### src/rtl/mem_access_ctrl_pkg.sv
// Shared definitions for the load/store sequencer, the RAM model and its benches.
package mem_pkg;

  localparam int unsigned MEM_ADDR_WIDTH     = 9;
  localparam int unsigned MEM_DATA_WIDTH     = 32;
  localparam int unsigned MEM_TIMEOUT_CYCLES = 16;
  localparam int unsigned MEM_TO_WIDTH       = 5;

  // RAM access size codes; 2'b10 is reserved and treated as illegal.
  localparam logic [1:0] SZ_WORD    = 2'b11;
  localparam logic [1:0] SZ_HALF    = 2'b01;
  localparam logic [1:0] SZ_BYTE    = 2'b00;
  localparam logic [1:0] SZ_ILLEGAL = 2'b10;

  typedef enum logic [2:0] {
    IDLE   = 3'd0,
    ACTIVE = 3'd1,
    RESP   = 3'd2,
    ERR    = 3'd3,
    TERR   = 3'd4
  } memState_t;

  // True when the access cannot be issued: bad size code or natural misalignment.
  function automatic logic isMisaligned(input logic [1:0] addrLow, input logic [1:0] size);
    logic bad;
    case (size)
      SZ_WORD: bad = (addrLow != 2'b00);
      SZ_HALF: bad = addrLow[0];
      SZ_BYTE: bad = 1'b0;
      default: bad = 1'b1;
    endcase
    return bad;
  endfunction

endpackage

### src/rtl/mem_access_ctrl_if.sv
// CPU request/response handshake plus the RAM strobe bus seen by the sequencer.
// slave: the sequencer's view (serves the CPU, drives the RAM strobe).
// master: the environment's view (CPU issuing requests, RAM answering strobes).
interface mem_access_ctrl_if #(
  parameter int unsigned ADDR_WIDTH = 9,
  parameter int unsigned DATA_WIDTH = 32
) ();

  // CPU side
  logic                  reqValid;
  logic                  reqWrite;
  logic [ADDR_WIDTH-1:0] reqAddr;
  logic [DATA_WIDTH-1:0] reqWData;
  logic [1:0]            reqSize;
  logic                  reqSigned;
  logic                  reqReady;
  logic                  respValid;
  logic [DATA_WIDTH-1:0] respRData;
  logic                  respAlignErr;
  logic                  respTimeoutErr;

  // RAM side
  logic                  memFuncActive;
  logic                  readWrite;
  logic [ADDR_WIDTH-1:0] address;
  logic [DATA_WIDTH-1:0] dataIn;
  logic [1:0]            dataSize;
  logic                  memFuncComplete;
  logic [DATA_WIDTH-1:0] dataOut;

  modport slave (
    input  reqValid, reqWrite, reqAddr, reqWData, reqSize, reqSigned,
    output reqReady, respValid, respRData, respAlignErr, respTimeoutErr,
    output memFuncActive, readWrite, address, dataIn, dataSize,
    input  memFuncComplete, dataOut
  );

  modport master (
    output reqValid, reqWrite, reqAddr, reqWData, reqSize, reqSigned,
    input  reqReady, respValid, respRData, respAlignErr, respTimeoutErr,
    input  memFuncActive, readWrite, address, dataIn, dataSize,
    output memFuncComplete, dataOut
  );

endinterface

### src/rtl/mem_access_ctrl_load_extend.sv
// Combinational size/sign extender for RAM read data (RAM returns halves/bytes low-aligned).
module mem_load_extend
  import mem_pkg::*;
#(
  parameter int unsigned DATA_WIDTH = 32
) (
  input  logic [DATA_WIDTH-1:0] dataOut,
  input  logic [1:0]            size,
  input  logic                  signExt,
  output logic [DATA_WIDTH-1:0] extData
);

  // Replicate the top bit of the returned unit only when sign extension is requested.
  always_comb begin
    extData = dataOut;
    case (size)
      SZ_HALF: extData = {{(DATA_WIDTH-16){signExt & dataOut[15]}}, dataOut[15:0]};
      SZ_BYTE: extData = {{(DATA_WIDTH-8){signExt & dataOut[7]}}, dataOut[7:0]};
      default: extData = dataOut;
    endcase
  end

endmodule

### src/rtl/mem_access_ctrl.sv
// Load/store sequencer: alignment check, RAM strobe handshake with timeout, load extension.
module mem_access_ctrl
  import mem_pkg::*;
#(
  parameter int unsigned ADDR_WIDTH     = MEM_ADDR_WIDTH,
  parameter int unsigned DATA_WIDTH     = MEM_DATA_WIDTH,
  parameter int unsigned TIMEOUT_CYCLES = MEM_TIMEOUT_CYCLES,
  parameter int unsigned TO_WIDTH       = MEM_TO_WIDTH
) (
  input logic              Clk,
  input logic              Reset,
  mem_access_ctrl_if.slave bus
);

  localparam logic [TO_WIDTH-1:0] ToLast = TO_WIDTH'(TIMEOUT_CYCLES - 1);

  memState_t             stateQ, stateD;
  logic [ADDR_WIDTH-1:0] addrQ;
  logic [DATA_WIDTH-1:0] wDataQ;
  logic [1:0]            sizeQ;
  logic                  writeQ;
  logic                  signedQ;
  logic [TO_WIDTH-1:0]   toCntQ;
  logic [DATA_WIDTH-1:0] rDataQ;
  logic [DATA_WIDTH-1:0] extData;
  logic                  accept;
  logic                  capture;
  logic                  firstEdge;

  assign accept    = (stateQ == IDLE) && bus.reqValid;
  // The RAM still shows complete=1 from the previous access on the first ACTIVE edge.
  assign firstEdge = (toCntQ == '0);

  mem_load_extend #(
    .DATA_WIDTH(DATA_WIDTH)
  ) u_load_extend (
    .dataOut(bus.dataOut),
    .size   (sizeQ),
    .signExt(signedQ),
    .extData(extData)
  );

  // State register; async reset aborts any access in flight.
  always_ff @(posedge Clk or posedge Reset) begin
    if (Reset) begin
      stateQ <= IDLE;
    end else begin
      stateQ <= stateD;
    end
  end

  // Next-state logic and capture strobe.
  always_comb begin
    stateD  = stateQ;
    capture = 1'b0;
    case (stateQ)
      IDLE: begin
        if (bus.reqValid) begin
          stateD = isMisaligned(bus.reqAddr[1:0], bus.reqSize) ? ERR : ACTIVE;
        end
      end
      ACTIVE: begin
        if (!firstEdge && bus.memFuncComplete) begin
          stateD  = RESP;
          capture = 1'b1;
        end else if (toCntQ == ToLast) begin
          stateD = TERR;
        end
      end
      RESP, ERR, TERR: stateD = IDLE;
      default:         stateD = IDLE;
    endcase
  end

  // Request latch; held stable for the whole RAM access.
  always_ff @(posedge Clk or posedge Reset) begin
    if (Reset) begin
      addrQ   <= '0;
      wDataQ  <= '0;
      sizeQ   <= SZ_BYTE;
      writeQ  <= 1'b0;
      signedQ <= 1'b0;
    end else if (accept) begin
      addrQ   <= bus.reqAddr;
      wDataQ  <= bus.reqWData;
      sizeQ   <= bus.reqSize;
      writeQ  <= bus.reqWrite;
      signedQ <= bus.reqSigned;
    end
  end

  // Timeout counter: cleared outside ACTIVE, counts ACTIVE edges.
  always_ff @(posedge Clk or posedge Reset) begin
    if (Reset) begin
      toCntQ <= '0;
    end else if (stateQ == ACTIVE) begin
      toCntQ <= toCntQ + TO_WIDTH'(1);
    end else begin
      toCntQ <= '0;
    end
  end

  // Load result register; stores leave it zero.
  always_ff @(posedge Clk or posedge Reset) begin
    if (Reset) begin
      rDataQ <= '0;
    end else if (accept) begin
      rDataQ <= '0;
    end else if (capture) begin
      rDataQ <= writeQ ? '0 : extData;
    end
  end

  // Outputs decoded from the registered state so the RAM strobe is glitch-free.
  always_comb begin
    bus.reqReady       = (stateQ == IDLE);
    bus.respValid      = (stateQ == RESP) || (stateQ == ERR) || (stateQ == TERR);
    bus.respRData      = (stateQ == RESP) ? rDataQ : '0;
    bus.respAlignErr   = (stateQ == ERR);
    bus.respTimeoutErr = (stateQ == TERR);
    bus.memFuncActive  = (stateQ == ACTIVE);
    bus.readWrite      = writeQ;
    bus.address        = addrQ;
    bus.dataIn         = wDataQ;
    bus.dataSize       = sizeQ;
  end

endmodule

### src/flat_wrapper.sv
// flat-port wrapper written by rule: the top's interface ports become plain ports
module mem_access_ctrl_flat import mem_pkg::*;
#(
  parameter int unsigned ADDR_WIDTH     = MEM_ADDR_WIDTH,
  parameter int unsigned DATA_WIDTH     = MEM_DATA_WIDTH,
  parameter int unsigned TIMEOUT_CYCLES = MEM_TIMEOUT_CYCLES,
  parameter int unsigned TO_WIDTH       = MEM_TO_WIDTH
)
  (Clk, Reset, bus_reqValid, bus_reqWrite, bus_reqAddr, bus_reqWData, bus_reqSize, bus_reqSigned, bus_reqReady, bus_respValid, bus_respRData, bus_respAlignErr, bus_respTimeoutErr, bus_memFuncActive, bus_readWrite, bus_address, bus_dataIn, bus_dataSize, bus_memFuncComplete, bus_dataOut);
  mem_access_ctrl_if #(.ADDR_WIDTH(ADDR_WIDTH), .DATA_WIDTH(DATA_WIDTH)) bus_i ();
  input logic Clk;
  input logic Reset;
  input wire logic [$bits(bus_i.reqValid)-1:0] bus_reqValid;
  input wire logic [$bits(bus_i.reqWrite)-1:0] bus_reqWrite;
  input wire logic [$bits(bus_i.reqAddr)-1:0] bus_reqAddr;
  input wire logic [$bits(bus_i.reqWData)-1:0] bus_reqWData;
  input wire logic [$bits(bus_i.reqSize)-1:0] bus_reqSize;
  input wire logic [$bits(bus_i.reqSigned)-1:0] bus_reqSigned;
  output wire logic [$bits(bus_i.reqReady)-1:0] bus_reqReady;
  output wire logic [$bits(bus_i.respValid)-1:0] bus_respValid;
  output wire logic [$bits(bus_i.respRData)-1:0] bus_respRData;
  output wire logic [$bits(bus_i.respAlignErr)-1:0] bus_respAlignErr;
  output wire logic [$bits(bus_i.respTimeoutErr)-1:0] bus_respTimeoutErr;
  output wire logic [$bits(bus_i.memFuncActive)-1:0] bus_memFuncActive;
  output wire logic [$bits(bus_i.readWrite)-1:0] bus_readWrite;
  output wire logic [$bits(bus_i.address)-1:0] bus_address;
  output wire logic [$bits(bus_i.dataIn)-1:0] bus_dataIn;
  output wire logic [$bits(bus_i.dataSize)-1:0] bus_dataSize;
  input wire logic [$bits(bus_i.memFuncComplete)-1:0] bus_memFuncComplete;
  input wire logic [$bits(bus_i.dataOut)-1:0] bus_dataOut;
  assign bus_i.reqValid = bus_reqValid;
  assign bus_i.reqWrite = bus_reqWrite;
  assign bus_i.reqAddr = bus_reqAddr;
  assign bus_i.reqWData = bus_reqWData;
  assign bus_i.reqSize = bus_reqSize;
  assign bus_i.reqSigned = bus_reqSigned;
  assign bus_reqReady = bus_i.reqReady;
  assign bus_respValid = bus_i.respValid;
  assign bus_respRData = bus_i.respRData;
  assign bus_respAlignErr = bus_i.respAlignErr;
  assign bus_respTimeoutErr = bus_i.respTimeoutErr;
  assign bus_memFuncActive = bus_i.memFuncActive;
  assign bus_readWrite = bus_i.readWrite;
  assign bus_address = bus_i.address;
  assign bus_dataIn = bus_i.dataIn;
  assign bus_dataSize = bus_i.dataSize;
  assign bus_i.memFuncComplete = bus_memFuncComplete;
  assign bus_i.dataOut = bus_dataOut;
  mem_access_ctrl #(.ADDR_WIDTH(ADDR_WIDTH), .DATA_WIDTH(DATA_WIDTH), .TIMEOUT_CYCLES(TIMEOUT_CYCLES), .TO_WIDTH(TO_WIDTH)) u_core (.Clk(Clk), .Reset(Reset), .bus(bus_i));
endmodule
### config.mk
export PLATFORM = sky130hd
export DESIGN_NAME = mem_access_ctrl_flat
export DESIGN_NICKNAME = d
export VERILOG_FILES = /design/src/rtl/mem_access_ctrl_pkg.sv /design/src/rtl/mem_access_ctrl_if.sv /design/src/rtl/mem_access_ctrl_load_extend.sv /design/src/rtl/mem_access_ctrl.sv /design/src/flat_wrapper.sv
export SDC_FILE = /design/constraint.sdc
export NUM_CORES = 1
export LEC_CHECK = 0
export ABC_AREA = 1
export CAP_MARGIN = 20
export CORE_MARGIN = 2
export CORE_UTILIZATION = 48
export CTS_BUF_LIST = sky130_fd_sc_hd__clkbuf_4 sky130_fd_sc_hd__clkbuf_8
export CTS_CLUSTER_SIZE = 24
export DETAILED_ROUTE_END_ITERATION = 7
export GPL_TIMING_DRIVEN = 0
export PLACE_DENSITY = 0.87
export SETUP_SLACK_MARGIN = 0.5
export SKIP_LAST_GASP = 1
export SLEW_MARGIN = 20
export SYNTH_ARGS = -nofsm -noshare
export SYNTH_HDL_FRONTEND = slang
export SYNTH_SLANG_ARGS = --single-unit
### constraint.sdc
create_clock -name Clk -period 7.9 [get_ports Clk]
set_clock_uncertainty 0.05 [all_clocks]
set_input_delay 0.79 -clock Clk [delete_from_list [all_inputs] [get_ports Clk]]
set_output_delay 0.79 -clock Clk [all_outputs]
set_load 0.1 [all_outputs]
==> key figures <==
Routing
  • 1st-iter DRT viols: 154
  • Routed len/inst: between 10 and 15 um
  • DR pass1 iterations: 4
  • Vias: approximately 3800
  • Drt total wl: around 11000 um
  • DR DRC count: 0
  • Via density: 4.83
  • Post-route ant nets: 0

Synth
  • Yosys top cell by area: dfrtp_1
  • #FFs+latches synth: 85
  • Asr flop ratio synth: 100%
  • EDFF count, synth: 0
  • Synth cell count leaders: nand2_1 (202), dfrtp_1 (85), nand3_1 (51)
  • Warnings from Yosys: 0
  • Count leader, synth: nand2_1
  • Mapped Area: a little under 4000 um2
  • Synth top area share: between 50 and 60%
  • Mean Syn Cell Area: 7.87 um2
  • Mapped Cells: about 500
  • Unique masters post-synth: 23
  • Syn nets: approximately 580
  • Post-synthesis sequential area ratio: about 54%
  • Synth area leaders: dfrtp_1 (54%), nand2_1 (19%), nand3_1 (6.5%), nor2_1 (4.5%), inv_1 (4.4%)
  • Ys flop type: dfrtp_1

Die
  • Die Height: 94.4 um
  • Initial core utilization: between 50% and 60%
  • Core area: a little under 8000 um2
  • Die area: 8910 um2
  • Die Width: approximately 94 um
  • Row Count: 32
  • # IOs: around 160

Final layout
  • FILL cells: 595
  • Layout area overhead: 51.0%
  • ANT cells: 0
  • Layout cells sized above 1: 8.73%
  • Cell area after layout: 5920 um2
  • Final net count: 755

Clock network
  • Clk buf depth: 2
  • Root Buffer: clkbuf_8
  • CTS Hold Bufs: 0
  • Clock transition at the registers of the reported paths: 90 ps
  • Clock Latency Late Sink: about 350 ps
  • Post_cts resized: 0
  • CTS tree: yes
  • Number of CTS-inserted buffers: 9
  • Clock sink count: 85
  • Post-CTS Setup Bufs: 0
  • CTS H-tree lvls: 3

Timing
  • Final-report max-slew violation count: 0
  • Setup tns final: 0 ps
  • Final worst slack: 4290 ps
  • Max Clk Rate: approximately 280 MHz
  • Final Critical Period: around 3600 ps
  • Worst Hold Slack: roughly 430 ps
  • Worst-margin pin slew: roughly 1000 ps
  • Final setup fails: 0
  • Final hold vios: 0
  • Worst relative slew slack: between 30% and 40%
  • Final Cycle Share: 45.7%
  • RSZ-0062 raised after global routing: false

Global routing
  • Total grt overflow: 0
  • Global-route wire length before repair: around 17000 um
  • Total Routing Usage GR: between 20% and 30%
  • Antenna violations before repair: 0
  • Vias in the first global route: approximately 3800
  • Largest net degree at the start of global routing: between 40 and 50

Setup path
  • Setup crit end kind: output pin
  • Crit-path max FO: 10
  • Worst EP arrival: about 2800 ps
  • Slowest stage delay, CP: 1170 ps
  • Required @ worst endpoint: slightly above 7000 ps
  • CP Class: flop to output pin
  • Critical path's slowest cell: clkdlybuf4s50_1
  • Crit-path cells: inv_2, nand3_1, clkbuf_1, nor2_1, clkdlybuf4s50_1
  • Startpoint types: flop

Placed design
  • Hpwl dp: roughly 8300 um
  • Port Buffers: approximately 160
  • Global placement routability congestion: 0.841
  • Placement Cell Area: between 5000 and 6000 um2
  • Dpl ws: between 4000 and 5000 ps

Pwr
  • PwrDens: roughly 470 nW/um2
  • Leakage power: 0.00288 uW
  • Worst IR Drop VDD: ~0.0004 V

Run status
  • Status: completed

Worst hold path
  • Worst hold-check path type: flop to flop

Run
  • Max cap viols: 0
cells in the final DEF, fill, tap and decap left out:
cell / count
buf_2: 9
clkbuf_8: 10
nor2_8: 1
clkinv_4: 1
buf_6: 1
nand3_4: 2
o21a_1: 1
clkbuf_1: 8
ha_1: 3
inv_2: 5
nand4_1: 1
or2_2: 14
nor2_1: 47
inv_1: 45
inv_4: 1
clkbuf_4: 1
buf_16: 1
o21ai_0: 8
nor2_2: 2
a21oi_1: 3
clkinvlp_4: 2
buf_1: 2
nand2_4: 1
bufinv_16: 2
nand2_2: 3
buf_4: 2
nand2_1: 202
clkdlybuf4s50_1: 161
dfrtp_1: 85
nor2_4: 1
nand3_1: 51
path summary, 6_finish.rpt:
kind	depth (start not counted)	start	endpoint	slack, ps
worst max-delay path	5	u_core.stateQ[2]	bus_respRData[20]	4290
worst min-delay path	2	u_core.bus.dataIn[28]	u_core.bus.dataIn[28]	430
worst max register to register	8	u_core.bus.dataSize[1]	u_core.rDataQ[18]	6300
worst min register to register	2	u_core.bus.dataIn[28]	u_core.bus.dataIn[28]	430
max in group asynchronous	3	Reset	u_core.bus.dataIn[29]	6430
min in group asynchronous	2	Reset	u_core.bus.dataIn[18]	780
metal layers:
metal	global-route usage (%)	wire length [um]
met4	8.09	182
met5	0	0
met1	30.2	4320
met3	7.26	871
met2	44.1	5340
metrics by stage:
step,instances,utilization (%),power [uW]
after floorplan,498,-,2010
after detailed placement,762,72.9,2450
after global placement,761,72.5,2410
after global routing,778,75.8,2920
after CTS,778,75.8,2800
final,778,75.8,2790
worst max-delay path, delay by kind of cell, from the launching register on:
kind,cells,cell delay (ps)
and+or+nand+nor,2,440
DFF,1,380
buffers and inverters,3,1590
flip-flops by register name, indices dropped and copies added (netlist names):
register and count:
u_core.bus.address 9, u_core.stateQ 3, u_core.bus.dataSize 2, u_core.rDataQ 32, u_core.bus.dataIn 32, u_core.bus.readWrite 1, u_core.signedQ 1, u_core.toCntQ 5
final cells by class:
cell class | count | area (um2) | share of cell area, %
Buffer | 22 | 109 | 1.84
Clock buffer | 11 | 145 | 2.45
Clock inverter | 5 | 83.8 | 1.42
Inverter | 51 | 194 | 3.28
Multi-Input combinational cell | 340 | 1490 | 25.2
Sequential cell | 85 | 2130 | 35.9
Tap cell | 102 | 128 | 2.16
Timing Repair Buffer | 162 | 1640 | 27.7
power breakdown:
group / leakage, uW / internal (uW) / total, uW / switching [uW]
clock: 0.000109 / 191 / 343 / 153
sequential: 0.00110 / 599 / 700 / 101
combinational: 0.00167 / 404 / 1750 / 1340
cell families (layout without fill, tap and decap cells):
kind of cell	count (synthesis)	count (layout)	synth area share, %
buffers and inverters	73	251	7.66
AOI/OAI and AO/OA	12	12	1.60
DFF	85	85	54.3
and+or+nand+nor	325	325	35.5
adders and majority gates	3	3	0.958
Power figures use the tool's default switching activity.
